===== src/rtl/h_u_seq_restoring_div8.sv =====
// rtl/h_u_seq_restoring_div8.sv - sequential restoring divider, 2N-bit by N-bit unsigned
//
// Purpose: divides an unsigned 2N-bit dividend by an unsigned N-bit divisor
// using the restoring algorithm. It finds one quotient bit per RUN cycle, MSB
// first. A divide-by-zero request or a quotient that cannot fit in N bits is
// detected when the operands are accepted. That case spends one RUN cycle and
// then reports the matching flag.
//
// Ports:
//   clk          rising-edge clock
//   rst          synchronous active-high reset
//   start        request; accepted in IDLE or DONE (busy=0)
//   dividend     2N-bit unsigned dividend, captured on accept
//   divisor      N-bit unsigned divisor, captured on accept
//   busy         high while in RUN
//   done         one-cycle pulse; results valid
//   quotient     N-bit quotient (all ones when a flag is set)
//   remainder    N-bit remainder (dividend low half when a flag is set)
//   div_by_zero  captured divisor was zero
//   overflow     true quotient does not fit in N bits
module h_u_seq_restoring_div8 #(
  parameter int N = 8
) (
  input  logic           clk,
  input  logic           rst,
  input  logic           start,
  input  logic [2*N-1:0] dividend,
  input  logic [N-1:0]   divisor,
  output logic           busy,
  output logic           done,
  output logic [N-1:0]   quotient,
  output logic [N-1:0]   remainder,
  output logic           div_by_zero,
  output logic           overflow
);

  localparam int CW = (N > 1) ? $clog2(N) : 1;

  typedef enum logic [1:0] {IDLE, RUN, DONE} state_t;

  state_t        state, state_nx;
  logic [CW-1:0] cnt;
  logic [N:0]    r;          // partial remainder, one bit wider than the divisor
  logic [N-1:0]  q;          // quotient bits collected so far
  logic [N-1:0]  dvd_lo;     // dividend low half, consumed MSB first by shifting
  logic [N-1:0]  dvs;
  logic          dz_pend;
  logic          ov_pend;
  logic          accept;
  logic          flag_pend;
  logic          last_iter;

  logic [N:0]    r_sh;
  logic [N:0]    sub_b;
  logic [N:0]    sub_p;
  logic [N:0]    sub_g;
  logic [N+1:0]  sub_c;
  logic [N:0]    diff;
  logic          no_borrow;
  logic [N:0]    r_nx;
  logic [N-1:0]  q_nx;

  assign flag_pend = dz_pend | ov_pend;
  assign last_iter = (cnt == CW'(N - 1));

  always_ff @(posedge clk) begin
    if (rst) state <= IDLE;
    else     state <= state_nx;
  end

  always_comb begin
    state_nx = state;
    busy     = 1'b0;
    done     = 1'b0;
    accept   = 1'b0;
    case (state)
      IDLE: begin
        if (start) begin
          accept   = 1'b1;
          state_nx = RUN;
        end
      end
      RUN: begin
        busy = 1'b1;
        if (flag_pend || last_iter) state_nx = DONE;
      end
      DONE: begin
        done = 1'b1;
        if (start) begin
          accept   = 1'b1;
          state_nx = RUN;
        end else begin
          state_nx = IDLE;
        end
      end
      default: state_nx = IDLE;
    endcase
  end

  // Trial subtraction r_sh - {0,dvs} as r_sh + ~{0,dvs} + 1 in
  // propagate/generate ripple form. A final carry of 1 means no borrow.
  // The top bit of r is always 0 while iterating, because the remainder
  // stays below the divisor after a restore.
  always_comb begin
    r_sh     = {r[N-1:0], dvd_lo[N-1]};
    sub_b    = ~{1'b0, dvs};
    sub_p    = '0;
    sub_g    = '0;
    diff     = '0;
    sub_c    = '0;
    sub_c[0] = 1'b1;
    for (int i = 0; i <= N; i++) begin
      sub_p[i]   = r_sh[i] ^ sub_b[i];
      sub_g[i]   = r_sh[i] & sub_b[i];
      sub_c[i+1] = sub_g[i] | (sub_p[i] & sub_c[i]);
      diff[i]    = sub_p[i] ^ sub_c[i];
    end
    no_borrow = sub_c[N+1];
    r_nx      = no_borrow ? diff : r_sh;
    q_nx      = N'({q, no_borrow});
  end

  always_ff @(posedge clk) begin
    if (rst) begin
      cnt         <= '0;
      r           <= '0;
      q           <= '0;
      dvd_lo      <= '0;
      dvs         <= '0;
      dz_pend     <= 1'b0;
      ov_pend     <= 1'b0;
      quotient    <= '0;
      remainder   <= '0;
      div_by_zero <= 1'b0;
      overflow    <= 1'b0;
    end else if (accept) begin
      cnt     <= '0;
      r       <= {1'b0, dividend[2*N-1:N]};
      q       <= '0;
      dvd_lo  <= dividend[N-1:0];
      dvs     <= divisor;
      dz_pend <= (divisor == '0);
      // Overflow is only checked for a nonzero divisor, so at most one
      // flag is set and div_by_zero wins.
      ov_pend <= (divisor != '0) && (dividend[2*N-1:N] >= divisor);
    end else if (state == RUN) begin
      if (flag_pend) begin
        quotient    <= '1;
        remainder   <= dvd_lo;
        div_by_zero <= dz_pend;
        overflow    <= ov_pend;
      end else begin
        r      <= r_nx;
        q      <= q_nx;
        dvd_lo <= dvd_lo << 1;
        cnt    <= cnt + CW'(1);
        if (last_iter) begin
          quotient    <= q_nx;
          remainder   <= r_nx[N-1:0];
          div_by_zero <= 1'b0;
          overflow    <= 1'b0;
        end
      end
    end
  end

endmodule


===== config.mk =====
export PLATFORM = sky130hd
export DESIGN_NAME = h_u_seq_restoring_div8
export DESIGN_NICKNAME = d
export VERILOG_FILES = /design/src/rtl/h_u_seq_restoring_div8.sv
export SDC_FILE = /design/constraint.sdc
export NUM_CORES = 1
export LEC_CHECK = 0
export CELL_PAD_IN_SITES_DETAIL_PLACEMENT = 2
export CELL_PAD_IN_SITES_GLOBAL_PLACEMENT = 2
export CORE_UTILIZATION = 33
export DETAILED_ROUTE_END_ITERATION = 6
export MAX_ROUTING_LAYER = met4
export PLACE_DENSITY_LB_ADDON = 0.1
export SKIP_LAST_GASP = 1
export SLEW_MARGIN = 20
export SYNTH_ARGS = -nofsm -noshare
export SYNTH_HDL_FRONTEND = slang
export SYNTH_SLANG_ARGS = --single-unit

===== constraint.sdc =====
create_clock -name clk -period 13.3 [get_ports clk]
set_clock_uncertainty 0.2 [all_clocks]
set_input_delay 2.66 -clock clk [delete_from_list [all_inputs] [get_ports clk]]
set_output_delay 2.66 -clock clk [all_outputs]
set_load 0.05 [all_outputs]

==> qor.yml, run 1 <==
die:
  row_count: 32
  num_io_pins: 47
  die_x_um: 91.8
  die_area_um2: 8440
  core_area_um2: 7770
  start_util_pct: 34.3
  die_height_um: 91.8
worst_setup_path:
  cp_num_buf_inv: 2
  crit_required_ns: 13.37
  path_delay_family: "adder cells"
  critPathMaxStageDelay_ns: 0.51
  slowest_stage: "a2111oi_0"
  cp_common_cell: "fa_1"
  arrival_ns: 5.16
  cp_max_fo: 10
  critPathKind: "register to register"
  endpoint_kind: "register"
  start_kind: "register"
  crit_path_cell_trace: "inv_1, ha_1, fa_1, fa_1, fa_1, fa_1, fa_1, fa_1, inv_1, fa_1, or2_1, mux2i_1, a2111oi_0, a31o_1"
yosys:
  synth_top_cells_by_count: "nand2_1 (62), dfxtp_1 (56), a21oi_1 (40)"
  ys_seq_area_share_pct: 42.1
  synth_top_family_by_area: "compound AO/OA/AOI/OAI gates"
  synthesis.area_um2: 2660
  synthFlopType: "dfxtp_1"
  synth-simple-area-share_pct: 18.4
  synth.area.top_cells: "dfxtp_1 (42%), nand2_1 (8.7%), a21oi_1 (7.5%), fa_1 (5.3%), ha_1 (5.2%)"
  synth_area_per_cell_um2: 8.38
  synth_seq_cells: 56
  synth_fa_ha_area_share_pct: 10.4
  async_reset_ff_share_pct: 0
  syn-instance-count: 318
  synth-xor-area-share_pct: 0.329
  yosysTopAreaCellShare_pct: 42.1
  synth-edff-count: 0
  synth_nets: 363
  synth_compound_area_share_pct: 20.9
  synth_cell_types: 37
  synth_warnings: 0
  yosys.area.top_type: "dfxtp_1"
  synthMostInstantiatedCell: "nand2_1"
  synth.area.mux_share_pct: 0.376
cts:
  cts_root_buf: "clkbuf_8"
  cts_sinks: 56
  htreeDepth: 2
  clock_latency_ns: 0.32
  cts-resized-gates: 0
  ctsHoldBuffers: 0
  post_cts_buffers: 0
  numCtsBuffers: 5
  cts_tree: "yes"
  clk_pin_slew_worst_paths_ns: 0.11
  cts.path.max_buffers: 2
sta:
  worst_pin_slew_ns: 0.898
  setup_violations: 0
  rsz0062_at_grt: "no"
  setup-tns-final_ns: 0
  min_period_ns: 5.09
  hold_viol: 0
  drv_slew: 0
  whs_ns: 0.274
  fmax_mhz: 196
  slew_headroom_pct: 40.1
  fin_crit_sh_pct: 38.3
place:
  finalWeightedCongestion: 0.731
  placed_area_um2: 3140
  hpwl_um: 5630
  dp.cells: 447
  io_buffers: 46
run_status:
  outcome: "completed"
worst_hold_path:
  hold_class: "register to register"
pwr:
  irDropWorstVdd_mv: 0.0483
  p_leak_uw: 0.00122
  power_density_nw_per_um2: 129
detailed_routing:
  drc: 0
  drt_iter0_markers: 59
  vias_per_cell: 5.22
  dr_total_vias: 2374
  firstDrtPassIters: 4
  ant_nets: 0
  routed_wl_um: 7920
  wl_per_cell_um: 17.4
final_layout:
  fin_nets: 397
  layout.cells.non_filler: 455
  area_growth_pct: 23.1
  layout-drive-gt1-share_pct: 3.97
  fin_area_um2: 3280
  final_core_util_pct: 42.2
  diodes: 0
flow_run:
  max-cap-violations: 0
global_routing:
  antenna_found_initial: 0
  gr-total-overflow: 0
  grt_pass1_vias: 2558
  grt_start_max_net_pins: 48
  grtUsageTotal_pct: 20.4
  grt_pass1_wl_um: 13200
[worst paths after layout]
kind	cells after the start	endpoint	slack, ns	start
worst max-delay path	14	remainder[7]	8.21	dvd_lo[7]
worst min-delay path	2	cnt[2]	0.27	cnt[2]
worst max register to register	14	remainder[7]	8.21	dvd_lo[7]
worst min register to register	2	cnt[2]	0.27	cnt[2]
[cell usage in the layout, fill, tap and decap left out]
master,netlist,layout
inv_1,18,18
o31a_1,1,1
clkdlybuf4s50_1,0,46
a22oi_1,13,13
a21o_1,1,1
a31oi_1,1,1
mux2i_1,1,1
dfxtp_1,56,56
a21oi_1,40,40
nor2_1,28,28
buf_4,4,3
nor2_2,1,1
nand2_1,62,62
or2_1,1,1
nand3_1,3,3
nor4_1,2,2
a2111oi_0,1,1
xnor2_1,1,1
inv_6,0,1
fa_1,7,7
nand2_2,1,1
o22ai_1,8,8
nor4b_4,1,1
o311a_1,1,1
nor2b_1,4,4
a31o_1,1,1
bufinv_16,0,2
nor3_1,9,9
a2bb2oi_1,1,1
nand2b_1,2,2
o21ai_0,7,7
a221o_1,1,1
ha_1,11,11
o31ai_1,1,1
a311oi_1,10,10
clkbuf_8,0,5
o2111ai_1,1,1
[tightest hold or removal path, stage by stage, from the launching register on]
cell and delay (ns):
dfxtp_1 0.33, nand2_1 0.06, a21oi_1 0.05
[kinds of logic after synthesis]
kind of cell | Yosys count
and+or+nand+nor | 114
AOI/OAI and AO/OA | 88
DFF | 56
buffers and inverters | 40
adders and majority gates | 18
xor gates and xnor gates | 1
muxes | 1
[where the power goes]
| part | internal, µW | switching [µW] | total, µW |
|---|---|---|---|
| logic | 37.9 | 59.4 | 97.4 |
| registers | 177 | 9.83 | 187 |
| clock network | 75.9 | 61.9 | 138 |
| total | 291 | 131 | 422 |
[stage by stage]
step / worst slack (ns) / power [µW]
after CTS: 8.16 / 427
after global placement: 8.19 / 286
after global routing: 7.99 / 444
after floorplan: 9.06 / 258
after detailed placement: 8.17 / 290
final: 8.21 / 422
[registers in the layout, summed over array words and instances, names as in the netlist]
signal       flops
cnt              3
div_by_zero      1
dvd_lo           8
dvs              8
dz_pend          1
ov_pend          1
overflow         1
q                7
quotient         8
r                8
remainder        8
state            2
[metal layers]
layer / track usage (%) / wire length (µm) / up-vias
met5: - / 0 / -
met4: 3.52 / 55 / 0
met3: 3.15 / 249 / 6
met2: 31.7 / 3630 / 47
met1: 28.6 / 3980 / 1158
li1: - / - / 1163
[final cells by class]
| class | instances | area (µm²) |
|---|---|---|
| Clock buffer | 5 | 68.8 |
| Tap cell | 102 | 128 |
| Clock inverter | 3 | 68.8 |
| Inverter | 18 | 67.6 |
| Timing Repair Buffer | 49 | 483 |
| Sequential cell | 56 | 1120 |
| Fill cell | 893 | 4490 |
| Multi-Input combinational cell | 222 | 1340 |
Note: power is estimated with default switching activity, not from simulation.
==> run 2: changes to the inputs <==
--- a/config.mk
+++ b/config.mk
@@ -7,7 +7,7 @@
 export LEC_CHECK = 0
 export CELL_PAD_IN_SITES_DETAIL_PLACEMENT = 2
 export CELL_PAD_IN_SITES_GLOBAL_PLACEMENT = 2
-export CORE_UTILIZATION = 33
+export CORE_UTILIZATION = 31
 export DETAILED_ROUTE_END_ITERATION = 6
 export MAX_ROUTING_LAYER = met4
 export PLACE_DENSITY_LB_ADDON = 0.1
==> constraint.sdc (replaced) <==
create_clock -name clk -period 4.9 [get_ports clk]
set_clock_uncertainty 0.2 [all_clocks]
set_input_delay 0.98 -clock clk [delete_from_list [all_inputs] [get_ports clk]]
set_output_delay 0.98 -clock clk [all_outputs]
set_load 0.05 [all_outputs]
==> run 2 against run 1 <==
Net effect: clock power grew 95%; power grew 150%; sequential power grew to 2.7 times the previous value; flip-flop and latch count is the same; die area grew 6.3%; via count grew 2.6%; setup slack lost 7.9 ns; fmax grew 10%; worst hold slack lost 0.011 ns; largest power group unchanged; final area shrank 1.1%.
==> qor.yml, run 2 (same netlist as run 1, synthesis figures left out) <==
run_status:
  outcome: "completed"  # unchanged
cts:
  clock_latency_ns: 0.32  # about the same
  post_cts_buffers: 0  # unchanged
  cts.path.max_buffers: 2  # unchanged
  htreeDepth: 2  # unchanged
  clk_pin_slew_worst_paths_ns: 0.11  # about the same
  numCtsBuffers: 5  # unchanged
  cts-resized-gates: 0  # unchanged
  cts_sinks: 56  # unchanged
  ctsHoldBuffers: 0  # unchanged
  cts_tree: "yes"  # unchanged
  cts_root_buf: "clkbuf_8"  # unchanged
detailed_routing:
  routed_wl_um: 8440  # was 7920 µm
  vias_per_cell: 5.31  # was 5.22
  ant_nets: 0  # unchanged
  wl_per_cell_um: 18.4  # was 17.4 µm
  drc: 0  # unchanged
  firstDrtPassIters: 4  # unchanged
  dr_total_vias: 2435  # was 2374
  drt_iter0_markers: 55  # was 59
sta:
  fmax_mhz: 216  # was 196 MHz
  worst_pin_slew_ns: 1.05  # was 0.898 ns
  drv_slew: 0  # unchanged
  min_period_ns: 4.63  # was 5.09 ns
  setup-tns-final_ns: 0  # unchanged
  rsz0062_at_grt: "no"  # unchanged
  setup_violations: 0  # unchanged
  hold_viol: 0  # unchanged
  fin_crit_sh_pct: 94.5  # was 38.3%
  slew_headroom_pct: 29.6  # was 40.1%
worst_setup_path:
  start_kind: "register"  # unchanged
  endpoint_kind: "register"  # unchanged
  arrival_ns: 4.70  # was 5.16 ns
  crit_required_ns: 4.97  # was 13.37 ns
  cp_max_fo: 8  # was 10
  ff2ff_setup_slack_ns: 0.27  # was 8.21 ns
  rr_startpoint: "dvd_lo[7]"  # unchanged
  worstSetupStartpoint: "dvd_lo[7]"  # unchanged
  r2r-end: "remainder[7]"  # unchanged
  reg2reg_depth: 14  # unchanged
  critPathKind: "register to register"  # unchanged
global_routing:
  grt_pass1_wl_um: 13900  # was 13200 µm
  grt_pass1_vias: 2593  # was 2558
  antenna_found_initial: 0  # unchanged
  grt_start_max_net_pins: 28  # was 48
  gr-total-overflow: 0  # unchanged
  grtUsageTotal_pct: 21.1  # was 20.4%
final_layout:
  fin_nets: 398  # was 397
  diodes: 0  # unchanged
  final_common_cell: "nand2_1"  # unchanged
  layout.cells.non_filler: 459  # was 455
  layout-drive-gt1-share_pct: 4.24  # was 3.97%
  layout_common_cells: "nand2_1 (62), dfxtp_1 (56), clkdlybuf4s50_1 (46), a21oi_1 (40), nor2_1 (28)"  # unchanged
  area_growth_pct: 21.7  # was 23.1%
worst_hold_path:
  min_path_cells: 2  # unchanged
  holdCritStartpoint: "dvs[7]"  # was cnt[2]
  hold_path_end: "dvs[7]"  # was cnt[2]
  hold_class: "register to register"  # unchanged
place:
  dp.cells: 451  # was 447
  hpwl_um: 6130  # was 5630 µm
  finalWeightedCongestion: 0.742  # was 0.731
  io_buffers: 46  # unchanged
flow_run:
  max-cap-violations: 0  # unchanged
pwr:
  irDropWorstVdd_mv: 0.138  # was 0.0483 mV
  p_total_uw: 1050  # was 422 µW
  power_density_nw_per_um2: 325  # was 129 nW/µm²
  p_leak_uw: 0.00120  # was 0.00122 µW
die:
  num_io_pins: 47  # unchanged
  row_count: 33  # was 32
  die_height_um: 94.7  # was 91.8 µm
  start_util_pct: 32.3  # was 34.3%
  die_area_um2: 8970  # was 8440 µm²
  core_area_um2: 8260  # was 7770 µm²
  die_x_um: 94.7  # was 91.8 µm
run 2: changes by cell type in the layout (fill, tap and decap cells not counted), sizes merged:
cell,delta
clkinvlp,+1
clkinv,+1
bufinv,-2
buf,+1
run 2: stage by stage:
step	area (µm²)	hold slack, ns	util, %	setup WS [ns]
final	3240	0.263	39.3	0.272
after global placement	3150	0.246	38.2	0.558
after detailed placement	3150	0.251	38.2	0.280
after floorplan	2660	0.236	-	0.660
after global routing	3240	0.309	39.3	0.0318
after CTS	3240	0.266	39.3	0.260
run 2: final cells by class:
| cell class | instances | area [µm²] |
|---|---|---|
| Clock buffer | 5 | 68.8 |
| Clock inverter | 3 | 21.3 |
| Fill cell | 990 | 5010 |
| Inverter | 18 | 67.6 |
| Multi-Input combinational cell | 222 | 1340 |
| Sequential cell | 56 | 1120 |
| Tap cell | 105 | 131 |
| Timing Repair Buffer | 50 | 490 |
run 2: power by group:
group / internal (µW) / total (µW) / leakage [µW] / switching, µW
logic: 108 / 278 / 0.000697 / 170
registers: 481 / 507 / 0.000457 / 26.5
clock network: 102 / 269 / 0.0000445 / 167
total: 691 / 1050 / 0.00120 / 363
run 2: worst max-delay path: stages, from the launching register on:
cell and delay [ns]:
dfxtp_1 0.39, inv_1 0.07, ha_1 0.21, fa_1 0.37
fa_1 0.38, fa_1 0.39, fa_1 0.40, fa_1 0.40
fa_1 0.37, inv_1 0.08, fa_1 0.33, or2_1 0.19
mux2i_1 0.12, a2111oi_0 0.54, a31o_1 0.15
run 2: per-layer routing:
metal	wire, µm	share of wire [%]	up-vias	track usage (%)
met2	3950	47	38	34.2
met4	53	0.63	0	4.55
met3	208	2.5	4	2.50
met1	4220	50	1229	28.2
met5	0	0	-	-
li1	-	-	1164	-
run 2: how the worst max path moves through the flow:
stage	slack, ns	endpoint	depth (start not counted)
detailed placement	0.28	remainder[7]	14
global route	0.03	remainder[7]	14
global placement	0.56	remainder[7]	14
finish	0.27	remainder[7]	14
floorplan	0.66	remainder[7]	16
CTS	0.26	remainder[7]	14
==> run 3: changes to the inputs <==
--- a/config.mk
+++ b/config.mk
@@ -11,6 +11,7 @@
 export DETAILED_ROUTE_END_ITERATION = 6
 export MAX_ROUTING_LAYER = met4
 export PLACE_DENSITY_LB_ADDON = 0.1
+export SETUP_SLACK_MARGIN = 0.3
 export SKIP_LAST_GASP = 1
 export SLEW_MARGIN = 20
 export SYNTH_ARGS = -nofsm -noshare
==> run 3 against run 2 <==
Net effect: register-to-register slack better by 0.22 ns; largest power group unchanged; critical path depth is the same; sequential share of layout area is 0.19 points lower; clock-buffer cell count stayed put; setup slack better by 0.22 ns; routed wire length increased by 0.11%; die area is the same; final area grew 0.66%; highest routed layer unchanged; cell count grew 0.22%; non-clock buffer count rose by 1; critical path type unchanged; clock power about the same; largest cell class unchanged.
==> qor.yml, run 3 (same netlist as run 1, synthesis figures left out) <==
die:
  die_height_um: 94.7  # unchanged
  start_util_pct: 32.3  # unchanged
  die_area_um2: 8970  # unchanged
  die_x_um: 94.7  # unchanged
  num_io_pins: 47  # unchanged
  core_area_um2: 8260  # unchanged
  row_count: 33  # unchanged
detailed_routing:
  ant_nets: 0  # unchanged
  dr_total_vias: 2451  # was 2435
  drc: 0  # unchanged
  drt_iter0_markers: 80  # was 55
  vias_per_cell: 5.33  # was 5.31
  routed_wl_um: 8450  # was 8440 µm
  wl_per_cell_um: 18.4  # about the same
  firstDrtPassIters: 4  # unchanged
cts:
  clock_latency_ns: 0.32  # about the same
  numCtsBuffers: 5  # unchanged
  cts.path.max_buffers: 2  # unchanged
  clk_pin_slew_worst_paths_ns: 0.11  # about the same
  htreeDepth: 2  # unchanged
  cts_root_buf: "clkbuf_8"  # unchanged
  cts_sinks: 56  # unchanged
  cts_tree: "yes"  # unchanged
global_routing:
  grt_pass1_wl_um: 13900  # unchanged
  gr-total-overflow: 0  # unchanged
  met3_usage_pct: 2.50  # unchanged
  top_usage_layer: "met2"  # unchanged
  grtUsageMet1_pct: 28.2  # unchanged
  grt_pass1_vias: 2593  # unchanged
  grtUsageTotal_pct: 21.1  # unchanged
  antenna_found_initial: 0  # unchanged
  grt_start_max_net_pins: 28  # unchanged
  grt.met2_usage_pct: 34.2  # unchanged
place:
  io_buffers: 46  # unchanged
  finalWeightedCongestion: 0.742  # unchanged
  hpwl_um: 6130  # unchanged
worst_hold_path:
  min_path_cells: 2  # unchanged
  hold_class: "register to register"  # unchanged
  hold_path_end: "dvs[7]"  # unchanged
  holdCritStartpoint: "dvs[7]"  # unchanged
final_layout:
  area_growth_pct: 22.5  # was 21.7%
  final_common_cell: "nand2_1"  # unchanged
  layout_common_cells: "nand2_1 (62), dfxtp_1 (55), clkdlybuf4s50_1 (46), a21oi_1 (40), nor2_1 (28)"  # was nand2_1 (62), dfxtp_1 (56), clkdlybuf4s50_1 (46), a21oi_1 (40), nor2_1 (28)
  layout-drive-gt1-share_pct: 5.63  # was 4.24%
  fin_nets: 399  # was 398
  diodes: 0  # unchanged
sta:
  slew_headroom_pct: 30.5  # was 29.6%
  setup-tns-final_ns: 0  # unchanged
  whs_ns: 0.263  # about the same
  fin_crit_sh_pct: 90.0  # was 94.5%
  rsz0062_at_grt: "yes"  # was no
  hold_viol: 0  # unchanged
  worst_pin_slew_ns: 1.04  # was 1.05 ns
  min_period_ns: 4.41  # was 4.63 ns
  fmax_mhz: 227  # was 216 MHz
  drv_slew: 0  # unchanged
  setup_violations: 0  # unchanged
worst_setup_path:
  endpoint_kind: "register"  # unchanged
  ff2ff_setup_slack_ns: 0.49  # was 0.27 ns
  start_kind: "register"  # unchanged
  reg2reg_depth: 14  # unchanged
  r2r-end: "r[7]"  # was remainder[7]
  arrival_ns: 4.40  # was 4.70 ns
  critPathKind: "register to register"  # unchanged
  rr_startpoint: "dvd_lo[7]"  # unchanged
  cp_max_fo: 8  # unchanged
  crit_required_ns: 4.89  # was 4.97 ns
pwr:
  p_leak_uw: 0.00120  # about the same
  combPwrFrac_pct: 27.0  # was 26.3%
  power_frac_seq_pct: 47.7  # was 48.1%
  irDropWorstVdd_mv: 0.138  # about the same
  power_density_nw_per_um2: 326  # was 325 nW/µm²
  pwr-share-clk_pct: 25.3  # was 25.5%
  p_int_uw: 698  # was 691 µW
  p_sw_uw: 367  # was 363 µW
  swShare_pct: 34.5  # about the same
flow_run:
  max-cap-violations: 0  # unchanged
run_status:
  outcome: "completed"  # unchanged
-- run 3: cell types whose count changed in the layout (fill, tap and decap cells not counted) --
cell,change
a2111oi_0,-1
a2111oi_2,+1
buf_4,+1
dfxtp_1,-1
dfxtp_2,+1
fa_1,-1
fa_2,+1
mux2i_1,-1
mux2i_2,+1
-- run 3: area by class of cell --
cell class / instances / area, µm²
clock buffers: 5 / 68.8
clock inverters: 3 / 21.3
fillers: 984 / 4990
inverters: 18 / 67.6
multi-input cells: 222 / 1360
flip-flops and latches: 56 / 1120
well taps: 105 / 131
repair buffers: 51 / 498
-- run 3: power groups by stage --
stage,clock [µW],sequential (µW),combinational (µW)
finish,269,508,287
global route,295,512,320
CTS,282,508,283
detailed placement,0,518,280
global placement,0,517,269
floorplan,0,522,179
-- run 3: worst max-delay path by stage --
| stage | start | endpoint | slack (ns) | cells past startpoint |
|---|---|---|---|---|
| floorplan | dvd_lo[7] | remainder[7] | 0.66 | 16 |
| global placement | dvd_lo[7] | remainder[7] | 0.56 | 14 |
| detailed placement | dvd_lo[7] | remainder[7] | 0.28 | 14 |
| CTS | dvd_lo[7] | remainder[7] | 0.31 | 14 |
| global route | dvd_lo[7] | r[7] | 0.31 | 14 |
| finish | dvd_lo[7] | r[7] | 0.49 | 14 |
-- run 3: what timing repair did --
action | in CTS | in global routing
endpoints found under the setup margin | 1 | 16
resized for setup | 1 | 4
buffers inserted | 0 | 1
hold endpoints to repair | 0 | 0
pin swaps | 0 | 1
hold buffers | 0 | 0
-- run 3: per-stage QoR --
stage	cells	utilization (%)	area [µm²]	total power [µW]	setup slack, ns
2_1_floorplan	318	-	2660	700	0.660
6_report	460	39.5	3260	1060	0.490
3_3_place_gp	451	38.2	3150	787	0.558
4_1_cts	459	39.3	3240	1070	0.310
5_1_grt	460	39.5	3260	1130	0.314
3_5_place_dp	451	38.2	3150	798	0.280
-- run 3: layer usage --
layer  share of wire (%)  wire [µm]  vias up
met5                   0          0        -
met4                0.83         70        0
met3                 3.0        251        7
met2                  47       3950       45
met1                  49       4180     1231
li1                    -          -     1168
-- run 3: critical path, stage by stage, from the launching register on --
cell       delay, ns
dfxtp_2         0.36
inv_1           0.05
ha_1            0.20
fa_1            0.37
fa_1            0.38
fa_1            0.39
fa_1            0.40
fa_1            0.40
fa_1            0.37
inv_1           0.09
fa_2            0.29
or2_1           0.19
mux2i_2         0.29
a2bb2oi_1       0.22
a21oi_1         0.08
